**config.mk**
```make
export PLATFORM = sky130hd
export DESIGN_NAME = bcd_timer_7seg
export DESIGN_NICKNAME = d
export VERILOG_FILES = /design/src/rtl/timer_pkg.sv /design/src/rtl/seg7_decoder.sv /design/src/rtl/bcd_timer_7seg.sv
export SDC_FILE = /design/constraint.sdc
export NUM_CORES = 1
export LEC_CHECK = 0
export CORE_UTILIZATION = 25
export DETAILED_ROUTE_END_ITERATION = 8
export PLACE_DENSITY = 0.43
export RECOVER_POWER = 25
export REMOVE_ABC_BUFFERS = 1
export SLEW_MARGIN = 40
export SYNTH_ARGS = -nofsm -noshare
export SYNTH_HDL_FRONTEND = slang
export SYNTH_SLANG_ARGS = --single-unit
export TNS_END_PERCENT = 10
```
**constraint.sdc**
```tcl
create_clock -name clk_clk -period 3.6 [get_ports clk_clk]
set_clock_uncertainty 0.15 [all_clocks]
set_input_delay 1.08 -clock clk_clk [delete_from_list [all_inputs] [get_ports clk_clk]]
set_output_delay 1.08 -clock clk_clk [all_outputs]
set_load 0.02 [all_outputs]
```
**src/rtl/timer_pkg.sv**
```systemverilog
// Shared types and constants for the BCD timer: FSM states, 7-segment patterns, prescaler divisor.
// Pure declarations; no latency or flow control.
package timer_pkg;

   typedef enum logic [1:0] {IDLE, RUN, PAUSE, DONE} state_t;

   // Active-high {dp,g,f,e,d,c,b,a}
   localparam logic [7:0] SEG_0     = 8'h3F;
   localparam logic [7:0] SEG_1     = 8'h06;
   localparam logic [7:0] SEG_2     = 8'h5B;
   localparam logic [7:0] SEG_3     = 8'h4F;
   localparam logic [7:0] SEG_4     = 8'h66;
   localparam logic [7:0] SEG_5     = 8'h6D;
   localparam logic [7:0] SEG_6     = 8'h7D;
   localparam logic [7:0] SEG_7     = 8'h07;
   localparam logic [7:0] SEG_8     = 8'h7F;
   localparam logic [7:0] SEG_9     = 8'h6F;
   localparam logic [7:0] SEG_BLANK = 8'h00;

   function automatic int div_of(input int clk_hz, input int tick_hz);
      return clk_hz / tick_hz;
   endfunction

endpackage

```
**src/rtl/seg7_decoder.sv**
```systemverilog
// BCD digit to 7-segment pattern, dp always off; purely combinational, zero latency, no flow control.
module seg7_decoder
   import timer_pkg::*;
#(
   parameter int SEG_ACTIVE_LOW = 1
) (
   input  logic [3:0] i_bcd,
   output logic [7:0] o_seg
);

   logic [7:0] w_pat;

   always_comb begin
      w_pat = SEG_BLANK;
      case (i_bcd)
         4'd0:    w_pat = SEG_0;
         4'd1:    w_pat = SEG_1;
         4'd2:    w_pat = SEG_2;
         4'd3:    w_pat = SEG_3;
         4'd4:    w_pat = SEG_4;
         4'd5:    w_pat = SEG_5;
         4'd6:    w_pat = SEG_6;
         4'd7:    w_pat = SEG_7;
         4'd8:    w_pat = SEG_8;
         4'd9:    w_pat = SEG_9;
         default: w_pat = SEG_BLANK;
      endcase
   end

   assign o_seg = (SEG_ACTIVE_LOW != 0) ? ~w_pat : w_pat;

endmodule

```
**src/rtl/bcd_timer_7seg.sv**
```systemverilog
// N-digit BCD up/down timer with key-in, start/pause FSM and registered 7-segment outputs.
// Latency: load -> bcd_out +1 cycle, seg_out +2; running/done lag state by one cycle; no backpressure.
module bcd_timer_7seg
   import timer_pkg::*;
#(
   parameter int DIGITS         = 2,
   parameter int CLK_HZ         = 50_000_000,
   parameter int TICK_HZ        = 1,
   parameter int SEG_ACTIVE_LOW = 1
) (
   input  logic                  clk_clk,
   input  logic                  reset_reset,
   input  logic [3:0]            chave_in,
   input  logic                  load,
   input  logic                  start_in,
   input  logic                  mode_up,
   output logic [8*DIGITS-1:0]   seg_out,
   output logic [4*DIGITS-1:0]   bcd_out,
   output logic                  running,
   output logic                  done
);

   localparam int                  DIV       = div_of(CLK_HZ, TICK_HZ);
   localparam int                  PW        = (DIV > 1) ? $clog2(DIV) : 1;
   localparam logic [PW-1:0]       PRESC_MAX = PW'(DIV - 1);
   localparam logic [4*DIGITS-1:0] ALL_NINES = {DIGITS{4'd9}};
   localparam logic [7:0]          SEG_ZERO  = (SEG_ACTIVE_LOW != 0) ? ~SEG_0 : SEG_0;
   localparam logic [8*DIGITS-1:0] SEG_RST   = {DIGITS{SEG_ZERO}};

   state_t                r_state;
   logic [4*DIGITS-1:0]   r_bcd;
   logic [PW-1:0]         r_presc;
   logic                  r_start_q;
   logic                  r_mode_up;
   logic [8*DIGITS-1:0]   r_seg;
   logic                  r_running;
   logic                  r_done;

   logic                  w_edge;
   logic                  w_tick;
   logic [3:0]            w_digit;
   logic [4*DIGITS-1:0]   w_shifted;
   logic [4*DIGITS-1:0]   w_stepped;
   logic                  w_carry;
   logic [8*DIGITS-1:0]   w_seg;

   function automatic logic is_terminal(input logic [4*DIGITS-1:0] bcd, input logic up);
      return up ? (bcd == ALL_NINES) : (bcd == '0);
   endfunction

   assign w_edge  = start_in & ~r_start_q;
   assign w_tick  = (r_presc == PRESC_MAX);
   assign w_digit = (chave_in > 4'd9) ? 4'd9 : chave_in;

   always_comb begin
      w_shifted = r_bcd;
      for (int k = DIGITS - 1; k > 0; k--) begin
         w_shifted[4*k +: 4] = r_bcd[4*(k-1) +: 4];
      end
      w_shifted[3:0] = w_digit;
   end

   // Ripple carry/borrow: a digit wraps 9->0 (up) or 0->9 (down) and passes the carry on.
   always_comb begin
      w_stepped = r_bcd;
      w_carry   = 1'b1;
      for (int k = 0; k < DIGITS; k++) begin
         if (w_carry) begin
            if (r_mode_up) begin
               if (r_bcd[4*k +: 4] == 4'd9) begin
                  w_stepped[4*k +: 4] = 4'd0;
               end else begin
                  w_stepped[4*k +: 4] = r_bcd[4*k +: 4] + 4'd1;
                  w_carry             = 1'b0;
               end
            end else begin
               if (r_bcd[4*k +: 4] == 4'd0) begin
                  w_stepped[4*k +: 4] = 4'd9;
               end else begin
                  w_stepped[4*k +: 4] = r_bcd[4*k +: 4] - 4'd1;
                  w_carry             = 1'b0;
               end
            end
         end
      end
   end

   for (genvar g = 0; g < DIGITS; g++) begin : g_dig
      seg7_decoder #(.SEG_ACTIVE_LOW(SEG_ACTIVE_LOW)) u_dec (
         .i_bcd (r_bcd[4*g +: 4]),
         .o_seg (w_seg[8*g +: 8])
      );
   end

   always_ff @(posedge clk_clk) begin
      if (reset_reset) begin
         r_state   <= IDLE;
         r_bcd     <= '0;
         r_presc   <= '0;
         r_start_q <= 1'b0;
         r_mode_up <= 1'b0;
         r_seg     <= SEG_RST;
         r_running <= 1'b0;
         r_done    <= 1'b0;
      end else begin
         r_start_q <= start_in;
         r_running <= (r_state == RUN);
         r_done    <= (r_state == DONE);
         r_seg     <= w_seg;
         // load outranks edge everywhere; edge outranks tick in RUN
         case (r_state)
            IDLE: begin
               if (load) begin
                  r_bcd <= w_shifted;
               end else if (w_edge) begin
                  r_mode_up <= mode_up;
                  r_presc   <= '0;
                  r_state   <= is_terminal(r_bcd, mode_up) ? DONE : RUN;
               end
            end
            RUN: begin
               if (w_edge) begin
                  r_state <= PAUSE;
               end else if (w_tick) begin
                  r_presc <= '0;
                  r_bcd   <= w_stepped;
                  if (is_terminal(w_stepped, r_mode_up)) r_state <= DONE;
               end else begin
                  r_presc <= r_presc + 1'b1;
               end
            end
            PAUSE: begin
               if (load) begin
                  r_bcd   <= w_shifted;
                  r_presc <= '0;
               end else if (w_edge) begin
                  r_state   <= RUN;
                  r_mode_up <= mode_up;
               end
            end
            DONE: begin
               if (load) begin
                  r_bcd   <= w_shifted;
                  r_state <= IDLE;
               end else if (w_edge) begin
                  r_state <= IDLE;
               end
            end
            default: r_state <= IDLE;
         endcase
      end
   end

   assign seg_out = r_seg;
   assign bcd_out = r_bcd;
   assign running = r_running;
   assign done    = r_done;

endmodule

```
==> results.md <==
Global routing:
- The global-route usage over all layers is between 10% and 20%.
- The fraction of met3 tracks used by global routing is 3.651%.
- The number of antenna violations at the first check in global routing is 0.
- The fraction of met2 tracks used by global routing is around 22%.
- In this run the most used layer during global routing was met2.
- The number of global-route vias before repair is roughly 3,400.
- For this run the aggregate overflow at the end of global routing stands at 0.
- The first global-routing pass estimated 17,020 um of wire.
- Entering global routing, the biggest net connects 18 pins.
- The met1 routing resource usage after global routing is 17.22%.

Timing:
- The fraction of the cycle the final worst path needs is 93.82%.
- Setup repair after global routing left no endpoint under its margin.
- Derived from the worst setup path, the maximum achievable clock frequency is 296.1 MHz.
- The headroom to the max-slew limit is 50.35%.
- For the pin with the worst max-slew slack, the measured transition is 0.7448 ns.
- Setup slack on the critical path of the routed design comes to approximately 0.22 ns.
- The post-route minimum period is roughly 3.4 ns.
- Hold is met by 0.2226 ns.
- The max-slew violation total from the final report is 0.
- Setup violations remaining at the end of the flow were counted as 0.
- The hold violation count in the final report is 0.

Floorplan:
- The initial utilization of the core area, before any placement, comes to 25.68%.
- For this design the top-level I/O count stands at 35.
- After floorplanning, the core was divided into 44 placement rows.
- The horizontal die dimension is 124.4 um.
- The overall die area is 15,480 um^2.
- The placeable core area is about 15,000 um^2.
- The height of the chip is ~120 um.

Setup path:
- The worst setup path is launched from a primary input.
- For the worst setup path, the data arrival time is 3.50 ns.
- The worst setup path is of the primary input to register kind.
- In this run the worst path has a maximum fanout of 6.
- The startpoint identified for the worst register-to-register timing path is r_presc[0].
- The register-to-register path setup slack is about 0.56 ns.
- The data required time of the worst path is 3.73 ns.
- STA classifies the critical path endpoint as a register.
- The number of cells traversed by the worst register-to-register path is 11.
- The worst flop-to-flop path endpoint is g_dig[0].u_dec.w_pat[0].

Pwr:
- In this run the static leakage power is 1.850 nW.
- Across the VDD grid, the largest voltage drop is 231.3 uV.
- Power spread over the standard cell area amounts to 456.1 nW/um^2.

Cells and area:
- In the final layout, the multi-input gates occupy roughly 2100 um^2.
- Measured on the finished design, the core utilization comes to 32.40%.
- The share of cells above drive strength 1 is between 10% and 20%.
- The final layout net count is 524.
- The storage element area is 1361 um^2.
- Compared with the post-synthesis result, the final layout area differs by 26.19%.
- After routing the design area is 4727 um^2.
- The filler cell count in the final layout is 1,561.
- 0 antenna diodes ended up in the layout.

Route:
- Wires add up to around 10,000 um.
- The post-route antenna net violation count is 0.
- The routed wirelength normalized by instance count is roughly 15 um.
- The first-iteration detailed-routing DRC count is 184.
- The routed layout has approximately 3,400 vias.
- The per-cell via count in the routed design is 4.936.
- After detailed routing, the number of remaining DRC violations is 0.
- The detailed-routing iteration count for the pre-antenna-repair pass is 5.

Logic synthesis:
- The flip-flop and latch count after synthesis is 68.
- Yosys instantiated no cell more often than sky130_fd_sc_hd__dfxtp_1.
- The commonest cells after synthesis are sky130_fd_sc_hd__dfxtp_1, sky130_fd_sc_hd__nor2_1, sky130_fd_sc_hd__a21oi_1.
- In this run the biggest area consumer among cell types represents between 30% and 40% of the synthesized area.
- Sequential cells were found to cover between 30% and 40% of the synthesized design area.
- The most used flip-flop cell after synthesis is sky130_fd_sc_hd__dfxtp_1.
- For this run, asynchronously set or reset flops after synthesis account for 0%.
- Yosys printed 0 warnings.
- The number of enable-type register cells in the synthesized netlist is 0.
- The mapped netlist covers 3746 um^2.
- Ranked by total cell area, the synthesized netlist is headed by sky130_fd_sc_hd__dfxtp_1, sky130_fd_sc_hd__nor2_1, sky130_fd_sc_hd__ha_1.
- The instance count of the mapped netlist is 448.
- The unique cell type count in the Yosys netlist is 71.
- The post-synthesis average cell area is 8.362 um^2.
- The cell type contributing the most total cell area after synthesis is sky130_fd_sc_hd__dfxtp_1.

Min path:
- Along the worst hold path, the cell count comes to 1.
- The endpoint with the worst hold slack is seg_out[6].
- The launch instance of the worst min-delay path is g_dig[0].u_dec.w_pat[6].
- The type of the worst min-delay path is register to register.

Placed design:
- Port buffering added 32 buffers.
- The cell area after placement is 4415 um^2.
- Before CTS, the worst setup slack after placement is -0.1433 ns.
- The congestion estimate from routability-driven global placement came to approximately 0.80.
- The sum of net half-perimeters after detailed placement is roughly 7000 um.

Clock network:
- The clock slew seen by the registers of the worst setup and hold paths is 0.06 ns.
- TritonCTS created 9 clock buffers.
- Clock tree synthesis selected as its root buffer the cell sky130_fd_sc_hd__clkbuf_16.
- The H-tree generated during clock tree synthesis spans 3 levels.
- TritonCTS built the clock tree.
- After clock tree synthesis, the repair step resized 0 gates.
- In this run, post-CTS hold repair placed 0 buffers.
- The clock net sink count is 68.
- The buffer levels on the longest clock path is 2.
- The number of setup buffers added after CTS is 0.
- The clock insertion delay at the later pin of the skew report is ~0.34 ns.

Job:
- Max-cap violations in this run came to 0.

Run status:
- The flow ran to the end, and the final reports show no timing, DRC or antenna violations.
-- registers in the layout (all words and copies together) (netlist names) --
register,flops
done,1
r_presc,26
r_state,2
running,1
seg_out,14
bcd_out,8
r_start_q,1
g_dig.u_dec.w_pat,14
r_mode_up,1
-- power breakdown --
group / switching [mW] / leakage (nW) / total (mW) / internal [mW]
Clock: 0.354 / 0.152 / 0.963 / 0.609
Combinational: 0.191 / 1.14 / 0.348 / 0.157
Sequential: 0.0434 / 0.556 / 0.845 / 0.801
Total: 0.588 / 1.85 / 2.16 / 1.57
-- final cells by class --
class / instances / area share (%)
clock buffers: 9 / 4.764
clock inverters: 7 / 2.065
inverters: 16 / 1.271
multi-input cells: 334 / 45.18
flip-flops and latches: 68 / 28.80
well taps: 184 / 4.870
repair buffers: 73 / 13.05
-- layout by cell type, fill, tap and decap left out, drive strengths merged, types with 10 or more instances in the layout --
master	count
clkbuf	12
a31oi	10
nand2	31
clkdlybuf4s50	25
ha	13
nor4	10
nand3	17
nor3	13
a21oi	30
dfxtp	68
o21ai	28
inv	18
buf	38
nand4	10
nor2	57
-- layer usage --
| layer | up-vias | share of wire [%] |
|---|---|---|
| met1 | 1632 | 49 |
| met5 | - | 0 |
| met2 | 43 | 47 |
| li1 | 1726 | - |
| met4 | 0 | 1.5 |
| met3 | 10 | 3.3 |
-- how the worst max path moves through the flow --
| stage | cells past startpoint | endpoint | startpoint |
|---|---|---|---|
| 2_1_floorplan | 7 | r_presc[12] | load |
| 3_3_place_gp | 12 | g_dig[0].u_dec.w_pat[0] | start_in |
| 3_5_place_dp | 12 | g_dig[0].u_dec.w_pat[0] | start_in |
| 4_1_cts | 12 | g_dig[0].u_dec.w_pat[0] | start_in |
| 5_1_grt | 12 | g_dig[0].u_dec.w_pat[0] | start_in |
| 6_report | 11 | g_dig[0].u_dec.w_pat[0] | start_in |
-- through the flow --
stage / power [mW] / TNS [ns] / std cells
floorplan: 1.053 / 0 / 418
global placement: 1.212 / -0.2117 / 675
detailed placement: 1.213 / -0.3960 / 675
CTS: 2.198 / 0 / 691
global route: 2.268 / 0 / 691
finish: 2.156 / 0 / 691
-- kinds of logic (layout without fill, tap and decap cells) --
group                      after synthesis  count (layout)  share of synthesized area, %
AOI/OAI and AO/OA                      107             107                         19.07
xor gates and xnor gates                12              12                         2.806
adders and majority gates               13              13                         4.342
buffers and inverters                   47             105                         6.747
DFF                                     68              68                         36.34
muxes                                   11              11                         3.006
other                                    1               2                        0.1001
and+or+nand+nor                        189             189                         27.59
-- critical path: stages --
cell and delay [ns]:
sky130_fd_sc_hd__clkdlybuf4s50_1 0.44, sky130_fd_sc_hd__or2b_2 0.22, sky130_fd_sc_hd__nand2_4 0.06, sky130_fd_sc_hd__nor4_4 0.37, sky130_fd_sc_hd__buf_4 0.21, sky130_fd_sc_hd__nor3_1 0.05, sky130_fd_sc_hd__a211o_1 0.36, sky130_fd_sc_hd__buf_4 0.17
sky130_fd_sc_hd__ha_1 0.18, sky130_fd_sc_hd__mux2_2 0.26, sky130_fd_sc_hd__mux2i_1 0.12
(Power assumes the default switching activity.)
